<file path="config.mk">
export PLATFORM = sky130hd
export DESIGN_NAME = pipe_hazard_ctrl
export DESIGN_NICKNAME = d
export VERILOG_FILES = /design/src/rtl/pipe_hazard_ctrl.sv
export SDC_FILE = /design/constraint.sdc
export NUM_CORES = 1
export LEC_CHECK = 0
export ABC_CLOCK_PERIOD_IN_PS = 1850
export BUFFER_PORTS_ARGS = -buffer_cell sky130_fd_sc_hd__buf_2
export CAP_MARGIN = 25
export CORE_ASPECT_RATIO = 0.8
export CORE_MARGIN = 2
export CORE_UTILIZATION = 45
export CTS_CLUSTER_SIZE = 16
export DETAILED_ROUTE_END_ITERATION = 16
export HOLD_SLACK_MARGIN = 0.06
export PLACE_DENSITY = 0.77
export SLEW_MARGIN = 20
export SYNTH_ARGS = -nofsm -noshare
export SYNTH_HDL_FRONTEND = slang
export SYNTH_SLANG_ARGS = --single-unit
</file>
<file path="constraint.sdc">
create_clock -name clk -period 1.85 [get_ports clk]
set_input_delay 0.185 -clock clk [delete_from_list [all_inputs] [get_ports clk]]
set_output_delay 0.185 -clock clk [all_outputs]
set_load 0.02 [all_outputs]
</file>
<file path="src/rtl/pipe_hazard_ctrl.sv">
// PipeHazardCtrl: hazard and stall controller for a five-stage pipeline.
// It covers load-use bubbles, multi-cycle divide stalls, memory wait stalls,
// and exception flushes.
// Optional build macro MEM_TIMEOUT_EN adds a memory-wait watchdog. The
// watchdog counts consecutive wait cycles and raises a one-cycle bus error.
// The bus error then flushes the pipeline like an exception.
// Pipeline register choice encoding: 00 flush, 01 load, 10 hold.
module pipe_hazard_ctrl #(
  parameter int DIV_CYCLES  = 8,
  parameter int MEM_TIMEOUT = 255
) (
  input  logic       clk,
  input  logic       reset,
  input  logic [4:0] id_rs,
  input  logic [4:0] id_rt,
  input  logic       id_use_rs,
  input  logic       id_use_rt,
  input  logic       ex_mem_read,
  input  logic [4:0] ex_rd,
  input  logic       ex_div_start,
  input  logic       mem_req,
  input  logic       mem_ready,
  input  logic       exc_req,
  output logic       pc_we,
  output logic [1:0] choice_ifid,
  output logic [1:0] choice_idex,
  output logic [1:0] choice_exmem,
  output logic [1:0] choice_memwb,
  output logic       div_busy,
  output logic       exc_ack,
  output logic       bus_err
);

  // Out-of-range parameters are rejected at elaboration time.
  if (DIV_CYCLES < 2 || DIV_CYCLES > 64) begin : gDivRange
    $error("DIV_CYCLES out of range 2..64");
  end
  if (MEM_TIMEOUT < 1 || MEM_TIMEOUT > 1023) begin : gMemRange
    $error("MEM_TIMEOUT out of range 1..1023");
  end

  localparam logic [1:0] FLUSH = 2'b00;
  localparam logic [1:0] LOAD  = 2'b01;
  localparam logic [1:0] HOLD  = 2'b10;

  localparam logic [5:0] DIV_LOAD = 6'(DIV_CYCLES - 2);

  typedef enum logic [1:0] {
    RUN      = 2'd0,
    DIV_WAIT = 2'd1,
    MEM_WAIT = 2'd2
  } state_t;

  state_t     state_q, state_d;
  logic [5:0] divCnt_q, divCnt_d;
  // A memory wait that interrupts a divide must resume the divide afterwards.
  logic       divPend_q, divPend_d;

  logic memStall;
  logic timeout;
  logic inDiv;
  logic loadUse;

  assign memStall = mem_req & ~mem_ready;
  assign inDiv    = (state_q == DIV_WAIT) | ((state_q == MEM_WAIT) & divPend_q);
  assign loadUse  = ex_mem_read & (ex_rd != 5'd0) &
                    ((id_use_rs & (id_rs == ex_rd)) |
                     (id_use_rt & (id_rt == ex_rd)));

`ifdef MEM_TIMEOUT_EN
  localparam logic [9:0] TO_LAST = 10'(MEM_TIMEOUT - 1);

  logic [9:0] waitCnt_q, waitCnt_d;

  // The watchdog fires on the MEM_TIMEOUT-th consecutive wait cycle.
  assign timeout = memStall & (waitCnt_q == TO_LAST);

  // Consecutive memory-wait cycle counter, cleared by reset.
  always_ff @(posedge clk or posedge reset) begin
    if (reset) waitCnt_q <= '0;
    else       waitCnt_q <= waitCnt_d;
  end
`else
  assign timeout = 1'b0;
`endif

  // State, divide counter and resume flag; reset aborts any stall.
  always_ff @(posedge clk or posedge reset) begin
    if (reset) begin
      state_q   <= RUN;
      divCnt_q  <= '0;
      divPend_q <= 1'b0;
    end else begin
      state_q   <= state_d;
      divCnt_q  <= divCnt_d;
      divPend_q <= divPend_d;
    end
  end

  // Per-cycle decision in priority order: flush, memory wait, divide,
  // load-use, normal.
  always_comb begin
    state_d      = state_q;
    divCnt_d     = divCnt_q;
    divPend_d    = divPend_q;
`ifdef MEM_TIMEOUT_EN
    waitCnt_d    = waitCnt_q;
`endif
    pc_we        = 1'b1;
    choice_ifid  = LOAD;
    choice_idex  = LOAD;
    choice_exmem = LOAD;
    choice_memwb = LOAD;
    div_busy     = 1'b0;
    exc_ack      = 1'b0;
    bus_err      = 1'b0;

    if (exc_req | timeout) begin
      choice_ifid  = FLUSH;
      choice_idex  = FLUSH;
      choice_exmem = FLUSH;
      choice_memwb = FLUSH;
      exc_ack      = exc_req;
      bus_err      = timeout;
      state_d      = RUN;
      divCnt_d     = '0;
      divPend_d    = 1'b0;
`ifdef MEM_TIMEOUT_EN
      waitCnt_d    = '0;
`endif
    end else if (memStall) begin
      pc_we        = 1'b0;
      choice_ifid  = HOLD;
      choice_idex  = HOLD;
      choice_exmem = HOLD;
      choice_memwb = FLUSH;
      div_busy     = inDiv;
      state_d      = MEM_WAIT;
      divPend_d    = inDiv;
`ifdef MEM_TIMEOUT_EN
      waitCnt_d    = waitCnt_q + 10'd1;
`endif
    end else begin
`ifdef MEM_TIMEOUT_EN
      waitCnt_d = '0;
`endif
      divPend_d = 1'b0;
      if (inDiv || ex_div_start) begin
        pc_we        = 1'b0;
        choice_ifid  = HOLD;
        choice_idex  = HOLD;
        choice_exmem = FLUSH;
        choice_memwb = LOAD;
        div_busy     = 1'b1;
        if (!inDiv) begin
          divCnt_d = DIV_LOAD;
          state_d  = DIV_WAIT;
        end else if (divCnt_q == 6'd0) begin
          state_d  = RUN;
        end else begin
          divCnt_d = divCnt_q - 6'd1;
          state_d  = DIV_WAIT;
        end
      end else begin
        state_d = RUN;
        if (loadUse) begin
          pc_we       = 1'b0;
          choice_ifid = HOLD;
          choice_idex = FLUSH;
        end
      end
    end

    if (reset) begin
      pc_we        = 1'b0;
      choice_ifid  = FLUSH;
      choice_idex  = FLUSH;
      choice_exmem = FLUSH;
      choice_memwb = FLUSH;
      div_busy     = 1'b0;
      exc_ack      = 1'b0;
      bus_err      = 1'b0;
    end
  end

endmodule

</file>
# == Word-level counts from Yosys, hierarchy flattened ==
# Cells that the tools add are included.
# classes
n_addsub,1
n_eq_ne,6
n_mux,40
bitwise,9
n_reduce_logical,5
# ops
operator,count
$mux W2,16
$mux W6,5
$mux W1,19
$eq A5 B5 Y1,2
$and A1 B1 Y1,6
$logic_not A6 Y1,1
$sub A6 B1 Y6 const B,1
$reduce_bool A5 Y1,1
$ne A3 B3 Y1 const B,1
$reduce_and A3 Y1,1
$eq A2 B1 Y1 const B,1
$eq A2 B2 Y1 const B,1
$ne A2 B2 Y1 const B,1
$or A1 B1 Y1,2
$reduce_bool A2 Y1,1
$logic_or A1 B1 Y1,1
$not A1 Y1,1
# word_totals
reg_bits,9
output_inout_bits,12
elab_cells,64

# == Logic depth before layout (Yosys ltp) ==
# Gate-level depths: netlist (run 1).
# depth
depth_word,9
ltp_mapped,5
ltp_nobuf,5

# == Worst setup path after synthesis (run 1) ==
# Ideal clock, no wire load.
# synth_timing
path_type,reg2out
startpoint,register state_q[1]
endpoint,output choice_ifid[0]
arrival_ps,1993
setup_slack_ps,-328
path_stages_with_launch,6
path_buffers,1
cell_sequence,dfrtp_1 and3b_1 nor4_2 and2_1 a21boi_0 buf_4
# synth_between
elab_chain_cells,8
word_cells_on_any_way,9
cone_classes,2 x eq/ne; 4 x mux; 2 x bitwise; 1 x reduce/logical
# synth_rtl
item,line_no,rtl
from (decl),54,"state_t state_q, state_d;"
from (signal assigned),94,state_q <= state_d;
$eq A2 B2 Y1,65,assign inDiv = (state_q == DIV_WAIT) | ((state_q == MEM_WAIT) & divPend_q);
$and A1 B1 Y1,65,
$or A1 B1 Y1 *,65,
$logic_or A1 B1 Y1 *,148,if (inDiv || ex_div_start) begin
$mux W2 *,148,
$mux W2 *,131,end else if (memStall) begin
$mux W2 *,118,if (exc_req | timeout) begin
$mux W2 *,174,if (reset) begin
to (decl),25,"output logic [1:0] choice_ifid,"
# Mark *: on every way between the ends. The rest lies on a longest branch, timed or not.

# == Final worst setup path (run 1) ==
# Same ends and word-level chain as after synthesis.

==> summary.md, run 1 <==
| Metric | Value |
|---|---|
| Int Pwr | 0.0003866 W |
| Clk buf depth | 2 |
| Post-synthesis simple-gate area fraction | between 20 and 30% |
| Largest family of logic cells by synthesized area | simple AND/OR/NAND/NOR gates |
| Worst path bufs/invs | 1 |
| Starting DRT DRC Count | 18 |
| Nets | between 150 and 200 |
| Post-Synth XOR/XNOR Area | around an eighth |
| Sw power | between 0.00015 and 0.0002 W |
| Clock Skew | ~0.0048 ns |
| Max FO, Critical Path | 5 |
| PortBufs | 33 |
| Clock network fraction of total power | between 20% and 30% |
| Multi-input gate area | 520.5 um2 |
| Peak VDD IR | approximately 0.00032 V |
| Initial antenna violation count | 0 |
| Number of global-route vias before repair | roughly 720 |
| Worst endpoint required time | 1.66 ns |
| Critical path's top delay family | simple AND/OR/NAND/NOR gates |
| Run status | finished, final reports clean |
| Residual DRC | 0 |
| Unique masters post-synth | 38 |
| Via count | between 700 and 800 |
| N_diodes | 0 |
| Detailed Place HPWL | between 1000 and 1500 um |
| Adder-cell area share of the yosys netlist | between 3 and 4% |
| Largest net degree at the start of global routing | 13 |
| Max cap viols | 0 |
| PD cells | around 570 nW/um2 |
| DR pass1 iterations | 4 |
| Wire per inst | between 10 and 15 um |
| Routed Wire Length | ~1800 um |
| Cell with the largest stage delay on the worst path | dfrtp_1 |
| Hold crit path type | input pin to register |
| Clock-pin slew on the worst setup and hold paths | 0.06 ns |
| Final-layout fill cell count | roughly 150 |
| CTS tree | done |
| Clk_lat worst skew | ~0.26 ns |
| Layout Utilization | a little over 60% |
| Tmin final | approximately 1.8 ns |
| Worst Setup Slack post-DPL | approximately 0.20 ns |
| Yosys warnings | 0 |
| Die area | 2105 um2 |
| H-Tree Depth | 1 |
| R2R Setup Slk | roughly 0.34 ns |
| Most frequent cells in the layout | 32 x buf_2, 11 x xnor2_1, 10 x nor2_1 |
| Layout area overhead | 28.73% |
| I/O pin count | 36 |
| Final hold vios | 0 |
| Sw Ratio | 33.68% |
| Post-synth top flop | dfrtp_1 |
| Fin. max-slew vios | 0 |
| Post-synthesis sequential area ratio | 28.57% |
| Pleak | between 0.4 and 0.5 nW |
| Slowest cell delay on critical path | between 0.3 and 0.4 ns |
| Antenna viol nets, final | 0 |
| Fin crit share | 98.51% |
| Startpoint Class | register |
| Gate power share | a little over a third |
| Num CTS Buffers | 3 |
| Worst Setup Path Type | register to output pin |
| Core area | around 1600 um2 |
| R2R Path Start | state_q[1] |
| Worst Setup End Kind | output pin |
| Starting density of the core | 47.98% |
| Most common cell after layout, fill and taps aside | buf_2 |
| Clock Sinks | 9 |
| Finish-stage setup viols | 0 |
| Critical path startpoint | state_q[1] |
| Global-route wire length before repair | 2953 um |
| Cell Area, Synth | 788.3 um2 |
| Die Y | 41.44 um |
| GRT Util Overall | between 10% and 20% |
| WP data arrival | between 1.5 and 2 ns |
| Overflow after GRT | 0 |
| Sequential cell area | around 230 um2 |
| CTS Root Cell | clkbuf_4 |
| Gate Count Post-Synth | between 90 and 100 |
| Post-synth ARST share | 100.0% |
| Worst Hold Launch | exc_req |
| CP Cell Sequence | and3b_2, nor4_4, and2_1, a21boi_2, buf_2 |
| GP Congestion | between 0.8 and 0.9 |
| Syn_area_per_cell | about 8.5 um2 |
| EDFF count, synth | 0 |
| Std-Cell Rows | 13 |
| PnR worst setup slack | between 0.02 and 0.03 ns |
| Layout cells sized above 1 | a little over a third |
| Via density | 5.132 |
| Synth Area in Compound Gates | between 10% and 20% |
| RSZ-0062 raised after global routing | yes |
| Register share of total power | about 38% |
| Die width | 50.80 um |
| Post-synthesis mux area share | 1.270% |
| Synthesis-stage register bit count | 9 |
| FMAX | about 0.55 GHz |
[synth_stat cells, types with 2 or more instances]
library cell  number  area share (%)
xnor2_1           11              12
nor2_1            10             4.8
dfrtp_1            9              29
inv_1              8             3.8
nand2_1            6             2.9
buf_4              4             3.8
nand4_1            4             3.2
nor2b_1            3             2.4
nor3_1             3             1.9
a21oi_1            2             1.3
ha_1               2             3.2
nand3_1            2             1.3
o221ai_1           2             2.2
o22ai_1            2             1.6
or2_2              2             1.6
[timing repair]
action                     in CTS  in global routing
setup buffers                   0                  1
setup endpoints to repair       3                  4
pin swaps                       0                  3
hold endpoints to repair        9                  0
gates resized for setup         2                  1
hold buffers                    1                  0
[registers in the layout, indices dropped and copies added (netlist names)]
| name | count |
|---|---|
| divCnt_q | 6 |
| divPend_q | 1 |
| state_q | 2 |
[layout make-up]
type,instances,area share (%)
multi-input cells,73,51.29
flip-flops and latches,9,22.19
repair buffers,35,18.25
inverters,8,2.959
well taps,22,2.713
clock buffers,4,2.589
[power by group through the flow]
stage               sequential (W)  combinational (W)  clock [W]
finish                    0.000221           0.000212   0.000150
global placement          0.000224           0.000202          0
detailed placement        0.000225           0.000206          0
CTS                       0.000221           0.000211   0.000156
floorplan                 0.000222           0.000148          0
global route              0.000222           0.000234   0.000169
[stage by stage]
| step | total power [W] | std cells | hold slack (ns) | setup TNS [ns] | cell area, um2 |
|---|---|---|---|---|---|
| after floorplan | 0.0003700 | 94 | 0.01292 | 0 | 795.8 |
| after global placement | 0.0004260 | 145 | 0.2130 | 0 | 958.4 |
| after detailed placement | 0.0004306 | 145 | 0.2108 | 0 | 958.4 |
| after CTS | 0.0005881 | 150 | 0.2349 | -0.0005788 | 1005 |
| after global routing | 0.0006257 | 151 | 0.2746 | -0.1075 | 1015 |
| final | 0.0005829 | 151 | 0.2478 | 0 | 1015 |
[path summary, 6_finish.rpt]
check	end	cells after the start
worst max-delay path	choice_ifid[0]	5
worst min-delay path	state_q[1]	2
worst max register to register	divCnt_q[3]	5
worst min register to register	divCnt_q[0]	1
max in group asynchronous	divCnt_q[0]	3
min in group asynchronous	divPend_q	3
[kinds of logic (layout without fill, tap and decap cells)]
family          after synthesis  after routing
simple gates                 40             40
compound gates               17             17
buf+inv                      12             47
xor+xnor                     11             11
flops                         9              9
fa+ha+maj                     2              2
other cells                   1              2
mux                           1              1
[per-layer routing]
layer | vias up | part of all wire (%) | wire length [um] | GRT usage [%]
met1 | 354 | 43 | 767 | 23.53
met2 | 23 | 51 | 897 | 29.47
li1 | 398 | - | - | -
met3 | 0 | 5.7 | 100 | 5.396
met4 | 0 | 0 | 0 | 3.784
met5 | - | 0 | 0 | 0
Note: power is estimated with default switching activity, not from simulation.
==> run 2: changes to the inputs <==
CELL_PAD_IN_SITES_DETAIL_PLACEMENT = 0   (was default)
CELL_PAD_IN_SITES_GLOBAL_PLACEMENT = 1   (was default)
CORE_UTILIZATION = 32   (was 45)
PLACE_DENSITY = default   (was 0.77)
PLACE_DENSITY_LB_ADDON = 0.1   (was default)
==> run 2 against run 1 <==
Against the previous run:
- die area increased by 37%
- first-iteration DRC count unchanged
- sequential cell count unchanged
- clock skew increased by 0.0066 ns
- wire length increased by 7.3%
- power increased by 1.6%
- highest routed layer is now met4
- global-route usage decreased by 2.4 points
- largest cell class unchanged
- fmax increased by 1.8%
- clock power about the same
- sequential share of layout area decreased by 0.89 points
==> summary.md, run 2 (synthesis results as in run 1) <==
| Metric | Value |
|---|---|
| Startpoint Class | register |
| Critical path's top delay family | simple AND/OR/NAND/NOR gates |
| Max FFs per register | 6 (unchanged) |
| End of the worst hold path | divCnt_q[1] |
| Int Pwr | 0.0003926 W (+1.6%) |
| Final hold vios | 0 (unchanged) |
| Via density | 5.013 (-2.3%) |
| WP data arrival | 1.60 ns (-0.04 ns) |
| Register share of total power | 37.3% (-0.6 points) |
| Fin crit share | 96.74% (-1.8 points) |
| Hold Path Stages | 2 (unchanged) |
| Residual DRC | 0 (unchanged) |
| Worst Setup Path Type | register to output pin |
| Hold crit path type | input pin to register |
| FMAX | 0.5587 GHz (+1.8%) |
| Routed Wire Length | 1894 um (+7.3%) |
| Post-DP Area | 972.2 um2 (+1.4%) |
| Clock-pin slew on the worst setup and hold paths | 0.07 ns (about the same) |
| Finish-stage setup viols | 0 (unchanged) |
| Most frequent cells in the layout | 29 x buf_2, 11 x xnor2_1, 10 x nor2_1 |
| Num CTS Buffers | 3 (unchanged) |
| Clock Skew | 0.01139 ns (+0.006631 ns) |
| Nets | 159 (+1.9%) |
| Tmin final | 1.790 ns (-0.03272 ns) |
| Number of global-route vias before repair | 768 (+6.1%) |
| Clock network fraction of total power | 25.7% (about the same) |
| CTS Root Cell | clkbuf_4 |
| Antenna viol nets, final | 0 (unchanged) |
| Slowest cell delay on critical path | 0.37 ns (about the same) |
| Sw Ratio | 33.67% (about the same) |
| Die area | 2879 um2 (+37%) |
| Detailed Place HPWL | 1539 um (+7.2%) |
| R2R Path Start | state_q[1] |
| Global-route wire length before repair | 3408 um (+15%) |
| Sw power | 0.0001993 W (+1.5%) |
| Worst Hold Launch | exc_req |
| Clk_lat worst skew | 0.27 ns (about the same) |
| Core area | 2382 um2 (+45%) |
| Max FO, Critical Path | 3 (-2) |
| Layout area overhead | 34.13% |
| Most common cell after layout, fill and taps aside | buf_2 |
| CP Cell Sequence | and3b_2, nor4_4, and2_1, a21boi_2, buf_4 |
| Final instance area | 1057 um2 (+4.2%) |
| Fin. max-slew vios | 0 (unchanged) |
| Clock Sinks | 9 (unchanged) |
| Wire per inst | 11.91 um (+1.9%) |
| Starting DRT DRC Count | 18 (unchanged) |
| I/O pin count | 36 (unchanged) |
| Starting density of the core | 33.09% (-15 points) |
| Max cap viols | 0 (unchanged) |
| Run status | finished, final reports clean |
| R2r endpoint | divCnt_q[3] |
| PortBufs | 33 (unchanged) |
| Reg with most FFs | divCnt_q |
| Via count | 797 (+2.8%) |
| Initial antenna violation count | 0 (unchanged) |
| Worst Setup Slack post-DPL | 0.2212 ns (+0.02400 ns) |
| Gate power share | 37.0% (+0.6 points) |
| Largest regs | divCnt_q (6), state_q (2), divPend_q (1) |
| Final-layout fill cell count | 256 (+77%) |
| GRT Util Overall | 15.64% (-2.4 points) |
| Peak VDD IR | 0.0003511 V (+9.7%) |
| N_diodes | 0 (unchanged) |
| Clk buf depth | 2 (unchanged) |
| Worst endpoint required time | 1.66 ns (about the same) |
| Die width | 59.49 um (+17%) |
| CTS tree | done |
| PD cells | 559.9 nW/um2 (-2.5%) |
| Largest net degree at the start of global routing | 13 (unchanged) |
| FF-to-FF path depth | 5 (unchanged) |
| Overflow after GRT | 0 (unchanged) |
| Die Y | 48.39 um (+17%) |
| Layout cells sized above 1 | 38.64% (+2.2 points) |
| H-Tree Depth | 1 (unchanged) |
| Std-Cell Rows | 16 (+3) |
| Cell with the largest stage delay on the worst path | dfrtp_1 |
| Worst Setup End Kind | output pin |
| Tot Pwr | 0.0005920 W (+1.6%) |
| Pleak | 0.4981 nW (+3.5%) |
| DR pass1 iterations | 4 (unchanged) |
| Final hold slack | 0.2415 ns (-0.006223 ns) |
| Worst path bufs/invs | 1 (unchanged) |
| RSZ-0062 raised after global routing | yes |
| PnR worst setup slack | 0.06025 ns (+0.03272 ns) |
| R2R Setup Slk | 0.26 ns (-0.08 ns) |
| GP Congestion | 0.8198 (-3.5%) |
## run 2: changes by cell type in the layout (fill, tap and decap cells not counted)
cell     change
buf_4        +5
buf_2        -3
nor2b_2      +1
nor2b_1      -1
buf_6        +1
## run 2: metrics by stage
| step | setup TNS (ns) | util, % | cells |
|---|---|---|---|
| after CTS | -0.02759 | 43.59 | 158 |
| after floorplan | 0 | - | 94 |
| final | 0 | 44.38 | 159 |
| after global placement | 0 | 40.81 | 151 |
| after global routing | -0.1517 | 44.38 | 159 |
| after detailed placement | 0 | 40.81 | 151 |
## run 2: cell type report
class / instances / area (um2) / share of cell area [%]
repair buffers: 38 / 219.0 / 20.71
well taps: 27 / 33.78 / 3.195
flip-flops and latches: 9 / 225.2 / 21.30
clock buffers: 4 / 26.28 / 2.485
inverters: 8 / 30.03 / 2.840
multi-input cells: 73 / 523.0 / 49.47
## run 2: metal layers
layer	GRT usage [%]	wire length, um
met1	22.15	954
met3	5.615	111
met2	22.89	818
met5	0	0
met4	3.333	8
## run 2: power by group through the flow
stage	Sequential, W	Combinational [W]	Clock, W
6_report	0.000221	0.000219	0.000152
5_1_grt	0.000224	0.000245	0.000172
4_1_cts	0.000221	0.000215	0.000159
3_5_place_dp	0.000224	0.000208	0
3_3_place_gp	0.000225	0.000208	0
2_1_floorplan	0.000222	0.000148	0
## run 2: timing repair
action,in CTS,in global routing
endpoints found under the setup margin,2,6
gates resized for setup,4,4
pin swaps,2,3
hold buffers,1,0
buffers inserted,2,1
endpoints found under the hold margin,9,0
## run 2: worst max path at each step
| stage | startpoint | to | slack, ns | cells after the start |
|---|---|---|---|---|
| 2_1_floorplan | state_q[1] | choice_ifid[0] | 0.01 | 5 |
| 3_3_place_gp | ex_rd[1] | pc_we | 0.22 | 6 |
| 3_5_place_dp | ex_rd[1] | pc_we | 0.22 | 6 |
| 4_1_cts | state_q[1] | choice_idex[0] | -0.01 | 5 |
| 5_1_grt | state_q[1] | choice_ifid[0] | -0.08 | 5 |
| 6_report | state_q[1] | choice_idex[0] | 0.06 | 5 |
